===== src/rtl/ram_ctrl_pkg.sv =====
// Shared types and sizes for the 256x8 RAM bank front-end controller.
// Holds the power FSM state enum and the bank geometry constants.
package ram_ctrl_pkg;

  localparam int RAM_ADDR_W = 8;
  localparam int RAM_DATA_W = 8;
  localparam int SLEEP_BITS = 8;
  localparam int RD_LAT     = 1;

  typedef enum logic [2:0] {
    PWR_ACTIVE     = 3'd0,
    PWR_RET_ENTER  = 3'd1,
    PWR_SLEEP_RAMP = 3'd2,
    PWR_ASLEEP     = 3'd3,
    PWR_WAKE_RAMP  = 3'd4,
    PWR_RET_EXIT   = 3'd5
  } pwr_state_e;

endpackage


===== src/rtl/ram_256x8_pwr_seq.sv =====
// Power sequencer: FSM, idle counter, ramp/guard counter, RET_EN/SLEEP_EN.
// Ports: i_clk/i_rst (sync, active-high), i_idle_thresh, i_force_sleep,
//   i_any_valid, i_busy (read in flight) -> o_active_ok, o_ret_en,
//   o_sleep_en, o_pwr_state.
module ram_256x8_pwr_seq
  import ram_ctrl_pkg::*;
#(
  parameter int IDLE_W     = 8,
  parameter int WAKE_GUARD = 2
) (
  input  logic                  i_clk,
  input  logic                  i_rst,
  input  logic [IDLE_W-1:0]     i_idle_thresh,
  input  logic                  i_force_sleep,
  input  logic                  i_any_valid,
  input  logic                  i_busy,
  output logic                  o_active_ok,
  output logic                  o_ret_en,
  output logic [SLEEP_BITS-1:0] o_sleep_en,
  output logic [2:0]            o_pwr_state
);

  localparam logic [3:0] RAMP_LAST  = 4'(SLEEP_BITS - 1);
  localparam logic [3:0] GUARD_LAST = 4'(WAKE_GUARD - 1);

  pwr_state_e            r_state;
  logic [IDLE_W-1:0]     r_idle_cnt;
  logic [3:0]            r_cnt;
  logic                  r_ret_en;
  logic [SLEEP_BITS-1:0] r_sleep_en;

  logic w_idle_hit;
  logic w_enter;

  assign w_idle_hit = (i_idle_thresh != '0) &&
                      (r_idle_cnt == i_idle_thresh);
  // Never drop into retention with a read still in flight.
  assign w_enter = (w_idle_hit || i_force_sleep) && !i_busy;

  always_ff @(posedge i_clk) begin
    if (i_rst) begin
      r_idle_cnt <= '0;
    end else if (r_state != PWR_ACTIVE || i_any_valid) begin
      r_idle_cnt <= '0;
    end else if (r_idle_cnt < i_idle_thresh) begin
      r_idle_cnt <= r_idle_cnt + 1'b1;
    end
  end

  always_ff @(posedge i_clk) begin
    if (i_rst) begin
      r_state    <= PWR_ACTIVE;
      r_cnt      <= '0;
      r_ret_en   <= 1'b0;
      r_sleep_en <= '0;
    end else begin
      unique case (r_state)
        PWR_ACTIVE: begin
          if (w_enter) begin
            r_state  <= PWR_RET_ENTER;
            r_ret_en <= 1'b1;
          end
        end
        PWR_RET_ENTER: begin
          r_state    <= PWR_SLEEP_RAMP;
          r_cnt      <= '0;
          r_sleep_en <= {{(SLEEP_BITS-1){1'b0}}, 1'b1};
        end
        PWR_SLEEP_RAMP: begin
          if (r_cnt == RAMP_LAST) begin
            r_state <= PWR_ASLEEP;
          end else begin
            r_cnt      <= r_cnt + 1'b1;
            r_sleep_en <= {r_sleep_en[SLEEP_BITS-2:0], 1'b1};
          end
        end
        PWR_ASLEEP: begin
          if (!i_force_sleep && i_any_valid) begin
            r_state    <= PWR_WAKE_RAMP;
            r_cnt      <= '0;
            r_sleep_en <= {1'b0, r_sleep_en[SLEEP_BITS-1:1]};
          end
        end
        PWR_WAKE_RAMP: begin
          if (r_cnt == RAMP_LAST) begin
            r_state  <= PWR_RET_EXIT;
            r_cnt    <= '0;
            r_ret_en <= 1'b0;
          end else begin
            r_cnt      <= r_cnt + 1'b1;
            r_sleep_en <= {1'b0, r_sleep_en[SLEEP_BITS-1:1]};
          end
        end
        PWR_RET_EXIT: begin
          if (r_cnt == GUARD_LAST) begin
            r_state <= PWR_ACTIVE;
          end else begin
            r_cnt <= r_cnt + 1'b1;
          end
        end
        default: begin
          r_state <= PWR_ACTIVE;
        end
      endcase
    end
  end

  assign o_active_ok = (r_state == PWR_ACTIVE);
  assign o_ret_en    = r_ret_en;
  assign o_sleep_en  = r_sleep_en;
  assign o_pwr_state = r_state;

endmodule


===== src/rtl/ram_256x8_access_pwr_ctrl.sv =====
// Front-end for one 256x8 DP RAM bank: 2 readers + 1 writer, 1-cycle reads,
// power sequencing. Optional macro RAM_256X8_CTRL_FWD_EN selects write->read
// forwarding on address collisions (default: write wins, reader stalls).
// Ports: nvdla_core_clk/rst, idle_thresh, pwr_force_sleep, rd0_*/rd1_*/wr_*
//   client handshakes, ram_* bank pins, pwr_state.
module ram_256x8_access_pwr_ctrl
  import ram_ctrl_pkg::*;
#(
  parameter int IDLE_W     = 8,
  parameter int WAKE_GUARD = 2
) (
  input  logic                  nvdla_core_clk,
  input  logic                  nvdla_core_rst,
  input  logic [IDLE_W-1:0]     idle_thresh,
  input  logic                  pwr_force_sleep,
  input  logic                  rd0_req_valid,
  output logic                  rd0_req_ready,
  input  logic [RAM_ADDR_W-1:0] rd0_req_addr,
  output logic                  rd0_resp_valid,
  output logic [RAM_DATA_W-1:0] rd0_resp_data,
  input  logic                  rd1_req_valid,
  output logic                  rd1_req_ready,
  input  logic [RAM_ADDR_W-1:0] rd1_req_addr,
  output logic                  rd1_resp_valid,
  output logic [RAM_DATA_W-1:0] rd1_resp_data,
  input  logic                  wr_req_valid,
  output logic                  wr_req_ready,
  input  logic [RAM_ADDR_W-1:0] wr_req_addr,
  input  logic [RAM_DATA_W-1:0] wr_req_data,
  output logic                  ram_re,
  output logic                  ram_we,
  output logic [RAM_ADDR_W-1:0] ram_ra,
  output logic [RAM_ADDR_W-1:0] ram_wa,
  output logic [RAM_DATA_W-1:0] ram_wd,
  input  logic [RAM_DATA_W-1:0] ram_rd,
  output logic                  ram_ret_en,
  output logic [SLEEP_BITS-1:0] ram_sleep_en,
  output logic [2:0]            pwr_state
);

  logic w_act;
  logic w_wr_acc;
  logic w_col0;
  logic w_col1;
  logic w_e0;
  logic w_e1;
  logic w_g0;
  logic w_g1;
  logic w_busy;
  logic w_any_valid;
  logic [RAM_DATA_W-1:0] w_rdata;

  logic r_rr;
  logic r_rv0;
  logic r_rv1;

  assign w_any_valid = rd0_req_valid | rd1_req_valid | wr_req_valid;
  assign w_wr_acc    = w_act && wr_req_valid;

`ifdef RAM_256X8_CTRL_FWD_EN
  logic                  r_fwd_hit;
  logic [RAM_DATA_W-1:0] r_fwd_data;

  assign w_col0 = 1'b0;
  assign w_col1 = 1'b0;

  always_ff @(posedge nvdla_core_clk) begin
    if (nvdla_core_rst) begin
      r_fwd_hit  <= 1'b0;
      r_fwd_data <= '0;
    end else begin
      r_fwd_hit  <= w_wr_acc &&
                    ((w_g0 && rd0_req_addr == wr_req_addr) ||
                     (w_g1 && rd1_req_addr == wr_req_addr));
      r_fwd_data <= wr_req_data;
    end
  end

  // The bank returns pre-write data on a collision, so substitute.
  assign w_rdata = r_fwd_hit ? r_fwd_data : ram_rd;
`else
  // Write wins: a reader hitting the write address waits a cycle.
  assign w_col0 = w_wr_acc && (rd0_req_addr == wr_req_addr);
  assign w_col1 = w_wr_acc && (rd1_req_addr == wr_req_addr);
  assign w_rdata = ram_rd;
`endif

  assign w_e0 = w_act && rd0_req_valid && !w_col0;
  assign w_e1 = w_act && rd1_req_valid && !w_col1;
  assign w_g0 = w_e0 && (!w_e1 || !r_rr);
  assign w_g1 = w_e1 && (!w_e0 || r_rr);

  assign rd0_req_ready = w_g0;
  assign rd1_req_ready = w_g1;
  assign wr_req_ready  = w_act;

  always_comb begin
    ram_ra = '0;
    unique case (1'b1)
      w_g0:    ram_ra = rd0_req_addr;
      w_g1:    ram_ra = rd1_req_addr;
      default: ram_ra = '0;
    endcase
  end

  assign ram_re = w_g0 | w_g1;
  assign ram_we = w_wr_acc;
  assign ram_wa = w_wr_acc ? wr_req_addr : '0;
  assign ram_wd = w_wr_acc ? wr_req_data : '0;

  assign w_busy = w_g0 | w_g1 | r_rv0 | r_rv1;

  always_ff @(posedge nvdla_core_clk) begin
    if (nvdla_core_rst) begin
      r_rr  <= 1'b0;
      r_rv0 <= 1'b0;
      r_rv1 <= 1'b0;
    end else begin
      r_rv0 <= w_g0;
      r_rv1 <= w_g1;
      if (w_g0 || w_g1) begin
        r_rr <= ~r_rr;
      end
    end
  end

  assign rd0_resp_valid = r_rv0;
  assign rd1_resp_valid = r_rv1;
  assign rd0_resp_data  = r_rv0 ? w_rdata : '0;
  assign rd1_resp_data  = r_rv1 ? w_rdata : '0;

  ram_256x8_pwr_seq #(
    .IDLE_W     (IDLE_W),
    .WAKE_GUARD (WAKE_GUARD)
  ) u_pwr_seq (
    .i_clk         (nvdla_core_clk),
    .i_rst         (nvdla_core_rst),
    .i_idle_thresh (idle_thresh),
    .i_force_sleep (pwr_force_sleep),
    .i_any_valid   (w_any_valid),
    .i_busy        (w_busy),
    .o_active_ok   (w_act),
    .o_ret_en      (ram_ret_en),
    .o_sleep_en    (ram_sleep_en),
    .o_pwr_state   (pwr_state)
  );

endmodule

===== config.mk =====
export PLATFORM = sky130hd
export DESIGN_NAME = ram_256x8_access_pwr_ctrl
export DESIGN_NICKNAME = d
export VERILOG_FILES = /design/src/rtl/ram_ctrl_pkg.sv /design/src/rtl/ram_256x8_pwr_seq.sv /design/src/rtl/ram_256x8_access_pwr_ctrl.sv
export SDC_FILE = /design/constraint.sdc
export NUM_CORES = 1
export LEC_CHECK = 0
export ABC_AREA = 0
export CAP_MARGIN = 20
export CORE_UTILIZATION = 29
export DETAILED_ROUTE_END_ITERATION = 16
export SLEW_MARGIN = 10
export SYNTH_ARGS = -nofsm -noshare
export SYNTH_HDL_FRONTEND = slang
export SYNTH_SLANG_ARGS = --single-unit

===== constraint.sdc =====
create_clock -name nvdla_core_clk -period 2.01 [get_ports nvdla_core_clk]
set_input_delay 0.402 -clock nvdla_core_clk [delete_from_list [all_inputs] [get_ports nvdla_core_clk]]
set_output_delay 0.402 -clock nvdla_core_clk [all_outputs]
set_load 0.1 [all_outputs]

==> results.md <==
- Synthesized-area fraction occupied by ao, oa, aoi and oai cells: 0.2492
- Clock latency reported for the late side of the worst-skew pair: approximately 270 ps
- Overall track demand over capacity in global routing: 0.1853
- Length of the first detailed-routing pass in iterations: 4
- Synth warn: 0
- Xor and xnor fraction of the mapped netlist area: 0.07397
- Gp weighted congestion: 0.8095
- Row count: 31
- Synthesized Nets: approximately 330
- Number of input and output port buffers inserted: 112
- Unrepaired setup endpoints after global routing: yes
- Type of the worst setup path: input pin to output port
- Max Cap Violations: 0
- Leading cell type in the layout, fill and taps excluded: buf_4
- Adder and majority cell fraction of the synthesized area: 0.06118
- Number of global-route vias before repair: roughly 2.7k
- Placement Cell Area: 4417 um2
- Total instance count after detailed placement: ~520
- Cell at the root of the clock tree: clkbuf_8
- Power per cell area: between 600 and 700 nW/um2
- Vias: roughly 2.5k
- Worst Hold Slack: ~490 ps
- Switching power of the nets: approximately 0.0017 W
- Multi-input logic area: 1904 um2
- Die area: a little over 8000 um2
- Clock share of power: 0.096
- Startpoint type of the worst setup path: input pin
- Worst-case setup margin in the final layout: -352.5 ps
- Static Leak: 1.959 nW
- Total setup violations reported at the end of the flow: 11
- Number of synthesized flops with an enable pin: 0
- Area overhead of the layout relative to synthesis: 107.7%
- Number of sinks handled by clock tree synthesis: 27
- Number of buffers inserted for hold repair after clock tree synthesis: 0
- Post-route clock skew: about 4.8 ps
- Ratio of routed vias to standard cells: roughly 5
- Main synth FF type: dfxtp_1
- Starting density of the core: 0.3053
- Chip height: roughly 90 um
- Combinational family with the most area after synthesis: simple AND/OR/NAND/NOR gates
- Initial drt markers: 34
- Routed len/inst: roughly 14 um
- Footprint of the flip-flops and latches: about 550 um2
- Max_slew headroom: 0.6643
- Worst endpoint required time: 1610 ps
- ANT cells: 0
- Final cycle utilization of the critical path: 1.175
- Overall die width: 90.08 um
- Final critical-path required period: between 2000 and 2500 ps
- Max Clk Rate: ~420 MHz
- Setup WS pre-CTS: -736.5 ps
- Syn avg cell area: ~8.6 um2
- Failing checks: setup timing
- Multiplexer share of the synthesized area: 0.01835
- Core region area: around 7400 um2
- Combined area of all synthesized cells: roughly 2200 um2
- HPWL after DPL: between 6000 and 7000 um
- Max Buffers Root-to-Sink: 2
- Share of total power consumed by net switching: 0.5125
- Combinational power share: 0.711
- Number of distinct library cells after synthesis: slightly above 60
- Congestion Overflow GR: 0
- Number of non-filler instances in the completed layout: 520
- Maximum number of pins on one net before global-route repair: 20
- Internal power: approximately 0.0016 W
- Async set-or-reset flop fraction in the synthesized netlist: 0
- Final Instance Area: 4672 um2
- Worst VDD drop: 0.5684 mV
- Post-route core utilization: 0.6340
- CTS tree: built
- Worst-path clk slew: 90 ps
- Part of the power in registers: 0.193
- CP arrival: between 1500 and 2000 ps
- Simple-gate portion of the synthesized area: 0.2853
- Number of design rule violations left after detail routing: 0
- First-pass GRT wire length: 12430 um
- Share of synthesized area occupied by flip-flops and latches: 0.2403
- Wire length after detailed routing: between 7000 and 8000 um
- Run status: finished with violations
- Peak fanout along the critical path: 6
- Antenna-violating nets left: 0
- Measured slew at the worst slew-check pin: 500.2 ps
- Boundary Pins: 113
- Most frequent cells in the layout: 58 x buf_4, 49 x buf_12, 22 x dfxtp_1
- Max-slew violation total from the final report: 0
- Capturing element type of the critical path: output port
- Antenna violations before repair: 0
- Number of CTS-inserted buffers: 3
- Filler instances: 631
- Hold violation total from the final report: 0
- Post-synthesis register bit count: 27
- Share of layout cells above drive strength 1: 0.5083
- Cells after Synth: about 260
- Classification of the worst-slack hold path: register to register
- H-tree Lvls: 1
- Post-layout nets: just under 500
[cell usage after synthesis, drive strengths merged (2+ instances only)]
cell type | n | area (um2)
a31oi | 4 | 55.05
a221oi | 6 | 58.80
o211ai | 2 | 15.01
dfxtp | 27 | 540.5
o21ai | 12 | 63.81
a22o | 8 | 70.07
mux2i | 3 | 30.03
buf | 6 | 67.56
a21oi | 13 | 80.08
nand2 | 10 | 40.04
nor4 | 7 | 56.30
inv | 20 | 75.07
nor3b | 4 | 35.03
a21o | 2 | 15.01
clkbuf | 5 | 18.77
nor2b | 2 | 12.51
ha | 11 | 137.6
nor2 | 15 | 56.30
a311oi | 2 | 35.04
a31o | 2 | 26.28
or3 | 6 | 37.54
nand2b | 2 | 20.02
nand3 | 8 | 40.04
o21a | 2 | 15.01
xor2 | 18 | 157.7
a211oi | 7 | 62.56
nor3 | 4 | 36.29
and3 | 17 | 113.9
or2 | 4 | 27.53
and2 | 20 | 128.9
[logic make-up (layout without fill, tap and decap cells)]
logic type	count (synthesis)	count (layout)
buf+inv	31	190
fa+ha+maj	11	11
flops	27	27
xor+xnor	19	19
simple gates	103	103
compound gates	67	67
mux	4	4
[critical path: stages]
cell	delay (ps)
clkdlybuf4s15_2	210
buf_4	150
xor2_2	160
nor4_2	60
a31o_4	240
o21a_1	200
buf_6	150
a22o_4	220
buf_12	160
[layer usage]
layer	part of all wire	wire length, um	up-vias	track usage
met5	0	0	-	0
met4	0.014	108	0	0.04032
met3	0.061	460	9	0.04569
met2	0.54	4037	73	0.3473
met1	0.39	2892	1193	0.2095
li1	-	-	1262	-
[cell type report]
| cell class | count | share of cell area |
|---|---|---|
| clock inverters | 1 | 0.001607 |
| inverters | 20 | 0.01607 |
| well taps | 99 | 0.02651 |
| flip-flops and latches | 27 | 0.1186 |
| multi-input cells | 204 | 0.4076 |
| repair buffers | 166 | 0.4207 |
| clock buffers | 3 | 0.008838 |
[what timing repair did]
item                                    CTS  global route
setup buffers                             3             1
resized for setup                       102             9
endpoints found under the setup margin   23            42
pin swaps                                25            17
[registers in the layout (all words and copies together), names as in the netlist]
name and cells:
u_pwr_seq.o_sleep_en 8, u_pwr_seq.r_idle_cnt 8, u_pwr_seq.r_cnt 4, u_pwr_seq.o_pwr_state 3, r_rr 1, rd0_resp_valid 1, rd1_resp_valid 1, u_pwr_seq.o_ret_en 1
[path summary, 6_finish.rpt]
check	from	end	slack [ps]	cells past startpoint
min	u_pwr_seq.o_sleep_en[7]$_SDFFE_PP0P_	u_pwr_seq.o_sleep_en[7]$_SDFFE_PP0P_	490	2
min reg2reg	u_pwr_seq.o_sleep_en[7]$_SDFFE_PP0P_	u_pwr_seq.o_sleep_en[7]$_SDFFE_PP0P_	490	2
max	wr_req_addr[5]	ram_ra[3]	-350	9
max reg2reg	u_pwr_seq.r_idle_cnt[6]$_SDFFE_PP0N_	u_pwr_seq.r_idle_cnt[4]$_SDFFE_PP0N_	140	7
[power groups by stage]
stage / logic (W) / clock network [W] / registers (W)
after floorplan: 0.00121 / 0 / 0.000899
after global placement: 0.00228 / 0 / 0.000640
after detailed placement: 0.00229 / 0 / 0.000641
after CTS: 0.00233 / 0.000324 / 0.000630
after global routing: 0.00241 / 0.000349 / 0.000638
final: 0.00232 / 0.000313 / 0.000630
[metrics by stage]
| step | power (W) | setup TNS [ps] |
|---|---|---|
| after floorplan | 0.002109 | -8051 |
| after global placement | 0.002922 | -15220 |
| after detailed placement | 0.002936 | -16210 |
| after CTS | 0.003284 | -3554 |
| after global routing | 0.003394 | -4567 |
| final | 0.003263 | -3450 |
Power figures use the tool's default switching activity.
